### src/rtl/keypad_operand_capture_if.sv
// Keypad-to-multiplier operand bus: key strobe/code in, operand pair and entry display out.
// The slave modport is the operand capture block; master is whoever drives keys and acks.
interface keypad_operand_capture_if #(
  parameter int unsigned OP_W = 8
) ();
  logic            data_available;
  logic [3:0]      dato_i;
  logic            result_ack;
  logic [OP_W-1:0] operand_a;
  logic [OP_W-1:0] operand_b;
  logic            operands_valid;
  logic [OP_W-1:0] entry_value;
  logic [1:0]      entry_sel;

  modport master (
    output data_available,
    output dato_i,
    output result_ack,
    input  operand_a,
    input  operand_b,
    input  operands_valid,
    input  entry_value,
    input  entry_sel
  );

  modport slave (
    input  data_available,
    input  dato_i,
    input  result_ack,
    output operand_a,
    output operand_b,
    output operands_valid,
    output entry_value,
    output entry_sel
  );
endinterface

### src/rtl/keypad_operand_capture.sv
// Assembles decimal key presses into two binary operands and holds them for the multiplier
// until acknowledged. One key acceptance per rising edge of data_available.
module keypad_operand_capture #(
  parameter int unsigned MAX_DIGITS = 2,
  parameter int unsigned OP_W       = 8,
  parameter logic [3:0]  KEY_ENTER  = 4'hA,
  parameter logic [3:0]  KEY_CLEAR  = 4'hC
) (
  input logic                     clk,
  input logic                     rst,
  keypad_operand_capture_if.slave kp
);

  localparam int unsigned CntW = (MAX_DIGITS + 1 > 2) ? $clog2(MAX_DIGITS + 1) : 1;
  localparam logic [CntW-1:0] MaxCnt = CntW'(MAX_DIGITS);

  typedef enum logic [1:0] {
    StEnterA = 2'd0,
    StEnterB = 2'd1,
    StHold   = 2'd2
  } state_e;

  state_e          state_q, state_d;
  logic            da_q;
  logic [OP_W-1:0] acc_q, acc_d;
  logic [CntW-1:0] cnt_q, cnt_d;
  logic [OP_W-1:0] op_a_q, op_a_d;
  logic [OP_W-1:0] op_b_q, op_b_d;
  logic            valid_q, valid_d;

  logic            key_accept;
  logic            is_digit;
  logic [OP_W-1:0] acc_shift;

  assign key_accept = kp.data_available & ~da_q;
  assign is_digit   = (kp.dato_i <= 4'd9);
  // acc*10 + digit; modulo-2^OP_W matches truncation of the wider sum.
  assign acc_shift  = (acc_q << 3) + (acc_q << 1) + OP_W'(kp.dato_i);

  always_comb begin
    state_d = state_q;
    acc_d   = acc_q;
    cnt_d   = cnt_q;
    op_a_d  = op_a_q;
    op_b_d  = op_b_q;
    valid_d = valid_q;

    if (key_accept && (kp.dato_i == KEY_CLEAR)) begin
      // Clear beats a coincident ack in HOLD.
      state_d = StEnterA;
      acc_d   = '0;
      cnt_d   = '0;
      op_a_d  = '0;
      op_b_d  = '0;
      valid_d = 1'b0;
    end else begin
      case (state_q)
        StEnterA, StEnterB: begin
          if (key_accept) begin
            if (is_digit) begin
              if (cnt_q < MaxCnt) begin
                acc_d = acc_shift;
                cnt_d = cnt_q + CntW'(1);
              end
            end else if ((kp.dato_i == KEY_ENTER) && (cnt_q != '0)) begin
              acc_d = '0;
              cnt_d = '0;
              if (state_q == StEnterA) begin
                op_a_d  = acc_q;
                state_d = StEnterB;
              end else begin
                op_b_d  = acc_q;
                valid_d = 1'b1;
                state_d = StHold;
              end
            end
          end
        end
        StHold: begin
          // Any non-clear key accepted alongside the ack is dropped, not replayed.
          if (kp.result_ack) begin
            valid_d = 1'b0;
            state_d = StEnterA;
          end
        end
        default: state_d = StEnterA;
      endcase
    end
  end

  always_ff @(posedge clk or negedge rst) begin
    if (!rst) begin
      state_q <= StEnterA;
      da_q    <= 1'b0;
      acc_q   <= '0;
      cnt_q   <= '0;
      op_a_q  <= '0;
      op_b_q  <= '0;
      valid_q <= 1'b0;
    end else begin
      state_q <= state_d;
      da_q    <= kp.data_available;
      acc_q   <= acc_d;
      cnt_q   <= cnt_d;
      op_a_q  <= op_a_d;
      op_b_q  <= op_b_d;
      valid_q <= valid_d;
    end
  end

  assign kp.operand_a      = op_a_q;
  assign kp.operand_b      = op_b_q;
  assign kp.operands_valid = valid_q;
  assign kp.entry_value    = (state_q == StHold) ? '0 : acc_q;
  assign kp.entry_sel      = state_q;

endmodule

### src/flat_wrapper.sv
// flat-port wrapper written by rule: the top's interface ports become plain ports
module keypad_operand_capture_flat 
#(
  parameter int unsigned MAX_DIGITS = 2,
  parameter int unsigned OP_W       = 8,
  parameter logic [3:0]  KEY_ENTER  = 4'hA,
  parameter logic [3:0]  KEY_CLEAR  = 4'hC
)
  (clk, rst, kp_data_available, kp_dato_i, kp_result_ack, kp_operand_a, kp_operand_b, kp_operands_valid, kp_entry_value, kp_entry_sel);
  keypad_operand_capture_if #(.OP_W(OP_W)) kp_i ();
  input logic clk;
  input logic rst;
  input wire logic [$bits(kp_i.data_available)-1:0] kp_data_available;
  input wire logic [$bits(kp_i.dato_i)-1:0] kp_dato_i;
  input wire logic [$bits(kp_i.result_ack)-1:0] kp_result_ack;
  output wire logic [$bits(kp_i.operand_a)-1:0] kp_operand_a;
  output wire logic [$bits(kp_i.operand_b)-1:0] kp_operand_b;
  output wire logic [$bits(kp_i.operands_valid)-1:0] kp_operands_valid;
  output wire logic [$bits(kp_i.entry_value)-1:0] kp_entry_value;
  output wire logic [$bits(kp_i.entry_sel)-1:0] kp_entry_sel;
  assign kp_i.data_available = kp_data_available;
  assign kp_i.dato_i = kp_dato_i;
  assign kp_i.result_ack = kp_result_ack;
  assign kp_operand_a = kp_i.operand_a;
  assign kp_operand_b = kp_i.operand_b;
  assign kp_operands_valid = kp_i.operands_valid;
  assign kp_entry_value = kp_i.entry_value;
  assign kp_entry_sel = kp_i.entry_sel;
  keypad_operand_capture #(.MAX_DIGITS(MAX_DIGITS), .OP_W(OP_W), .KEY_ENTER(KEY_ENTER), .KEY_CLEAR(KEY_CLEAR)) u_core (.clk(clk), .rst(rst), .kp(kp_i));
endmodule
### config.mk
export PLATFORM = sky130hd
export DESIGN_NAME = keypad_operand_capture_flat
export DESIGN_NICKNAME = d
export VERILOG_FILES = /design/src/rtl/keypad_operand_capture_if.sv /design/src/rtl/keypad_operand_capture.sv /design/src/flat_wrapper.sv
export SDC_FILE = /design/constraint.sdc
export NUM_CORES = 1
export LEC_CHECK = 0
export ABC_AREA = 1
export CORE_MARGIN = 8
export CORE_UTILIZATION = 53
export CTS_BUF_LIST = sky130_fd_sc_hd__clkbuf_16
export CTS_CLUSTER_SIZE = 16
export DETAILED_ROUTE_END_ITERATION = 8
export GPL_TIMING_DRIVEN = 1
export PLACE_DENSITY = 0.81
export SETUP_SLACK_MARGIN = 0.05
export SLEW_MARGIN = 10
export SYNTH_ARGS = -nofsm -noshare
export SYNTH_HDL_FRONTEND = slang
export SYNTH_SLANG_ARGS = --single-unit
### constraint.sdc
create_clock -name clk -period 3.2 [get_ports clk]
set_clock_uncertainty 0.15 [all_clocks]
set_input_delay 0.48 -clock clk [delete_from_list [all_inputs] [get_ports clk]]
set_output_delay 0.48 -clock clk [all_outputs]
set_load 0.05 [all_outputs]
==> flow_summary.toml <==
[global_routing]
grt_usage_pct = 15.4
grt_pass1_wl_mm = 6.60
grt_max_degree = 31
antenna_found_initial = 0
grt-ovfl-total = 0
first_global_vias = 1463

[cts]
hold_buffers = 0
cts_max_path_buffers = 2
clkSinkCount = 30
cts_resized = 0
clock_latency_ns = 0.27
clkTransAtPathRegs_ns = 0.05
cts_setup_buffers = 0
htree_levels = 2
cts_tree = "done"
cts_buffers = 5
clock-root-buffer = "clkbuf_16"

[sta]
setup_viol = 0
rsz0062_at_grt = "false"
slew_violations = 0
finalCriticalPeriod_ns = 2.59
setup_tns_ns = 0
hold_viol = 0
fmax_mhz = 385
worst_pin_slew_ns = 0.513
period_share_pct = 81.1
relSlewSlack_pct = 65.7
hold_ws_ns = 0.321

[routing]
wire_per_inst_um = 12.5
routed_via_density = 4.89
routed_wl_mm = 3.88
vias = 1516
drc = 0
dr.pass1.iters = 4
drtAntennaViolNets = 0
dr.first_iter.drc_count = 93

[floorplanning]
placementRows = 21
io_pins = 35
coreArea_um2 = 3340
initial_core_util_pct = 55.3
die_w_um = 75.0
die_area_um2 = 5630
die_h_um = 75.0

[synthesis]
ys_ff_latch = 30
synthCells = 226
yosysSeqAreaShare_pct = 40.7
synth.top_cells.by_area = "dfrtp_1 41%, nand2_1 14%, o21ai_2 7.6%"
synth_top_area_cell = "dfrtp_1"
postSynthAreaPerCell_um2 = 8.17
synth_top_area_share_pct = 40.7
synth.distinct_cells = 24
syn-cell-area_um2 = 1850
yosysWarnings = 0
syn_nets = 247

[critical_path]
critPathMaxFanout = 8
critPathKind = "register to output pin"
critPathRequiredTime_ns = 2.57
worstSetupEndpointType = "output pin"
arrival_ns = 1.96
critical_path.startpoint_type = "register"

[finish]
diodes = 0
most-common-layout-cells = "69 x nand2_1, 34 x clkdlybuf4s50_1, 30 x dfrtp_1, 28 x inv_1, 18 x nor2_1"
fin_nets = 284
fillers = 270
area_growth_pct = 27.1
drive_gt1_share_pct = 15.9
layout_commonest_cell = "nand2_1"

[pwr]
cellLeakagePower_uw = 0.00117
p_total_uw = 1840
ir_drop_v = 0.000513
p_per_area_nw_per_um2 = 783

[run]
maxCapViolCount = 0

[placed_design]
finalWeightedCongestion = 0.863
hpwl_mm = 2.93
portBuffers = 34

[status]
status = "finished clean"

[hold_path]
holdCritPathClass = "register to register"
## per-layer routing
layer	global-route usage, %	routed length [um]	part of all wire, %	vias up
met5	0	0	0	-
met4	6.96	44	1.1	0
met3	5.06	230	5.9	6
met2	25.4	1820	47	40
met1	17.5	1780	46	684
li1	-	-	-	786
## cells in the mapped netlist
library cell	number
a21oi_1	2
a21oi_4	1
and2_1	1
buf_2	1
buf_6	3
clkbuf_1	1
dfrtp_1	30
fa_1	2
ha_1	11
inv_1	27
inv_2	3
nand2_1	69
nand2_2	11
nand3_1	16
nand3_2	1
nand3_4	1
nand3b_1	1
nand4_1	1
nor2_1	18
nor2_4	2
o21ai_0	4
o21ai_1	1
o21ai_2	16
xnor2_1	3
## worst paths after layout
check / from / endpoint / slack [ns] / cells past startpoint
max: u_core.kp.entry_sel[0] / kp_entry_value[3] / 0.61 / 5
min: u_core.kp.operands_valid / u_core.kp.operands_valid / 0.32 / 2
max reg2reg: u_core.acc_q[0] / u_core.acc_q[6] / 0.95 / 9
min reg2reg: u_core.kp.operands_valid / u_core.kp.operands_valid / 0.32 / 2
max in group asynchronous: rst / u_core.kp.entry_sel[1] / 2.17 / 2
min in group asynchronous: rst / u_core.kp.operand_a[6] / 0.46 / 2
## flip-flops by register name (all words and copies together), names as in the netlist
signal                    cells
u_core.acc_q                  8
u_core.kp.operand_a           8
u_core.kp.operand_b           8
u_core.cnt_q                  2
u_core.kp.entry_sel           2
u_core.da_q                   1
u_core.kp.operands_valid      1
## cells by family after synthesis
kind of cell | after synthesis | synth area share (%)
AND/OR/NAND/NOR | 121 | 29.5
flip-flops | 30 | 40.7
AO/OA/AOI/OAI | 24 | 10.4
buffers and inverters | 35 | 8.40
XOR/XNOR | 3 | 1.42
adder cells (fa/ha/maj) | 13 | 9.62
## critical path, cell delays in order (launching register included)
cell and delay [ns]:
dfrtp_1 0.43, inv_1 0.09, nand2_1 0.08, inv_1 0.15
nor2_1 0.14, clkdlybuf4s50_1 0.82
## final cells by class
| cell class | count | area [um2] | area share, % |
|---|---|---|---|
| repair buffers | 35 | 348 | 14.8 |
| clock inverters | 3 | 12.5 | 0.533 |
| flip-flops and latches | 30 | 751 | 32.0 |
| multi-input cells | 161 | 941 | 40.1 |
| well taps | 46 | 57.6 | 2.45 |
| inverters | 30 | 113 | 4.80 |
| clock buffers | 5 | 125 | 5.33 |
## per-stage QoR
step                worst slack, ns  std cells  utilization [%]  area [um2]
global placement              0.364        302             66.2        2210
floorplan                     0.931        226                -        1850
finish                        0.606        310             70.3        2350
global route                  0.465        310             70.3        2350
detailed placement            0.345        302             66.2        2210
CTS                           0.582        310             70.3        2350
## report_power, final
group	switching (uW)	total, uW	leakage, uW	internal, uW
clock	151	430	0.0000724	280
combinational	562	881	0.000694	319
sequential	75.5	526	0.000406	451
total	788	1840	0.00117	1050
No activity file was read; power rests on OpenSTA's default activity.
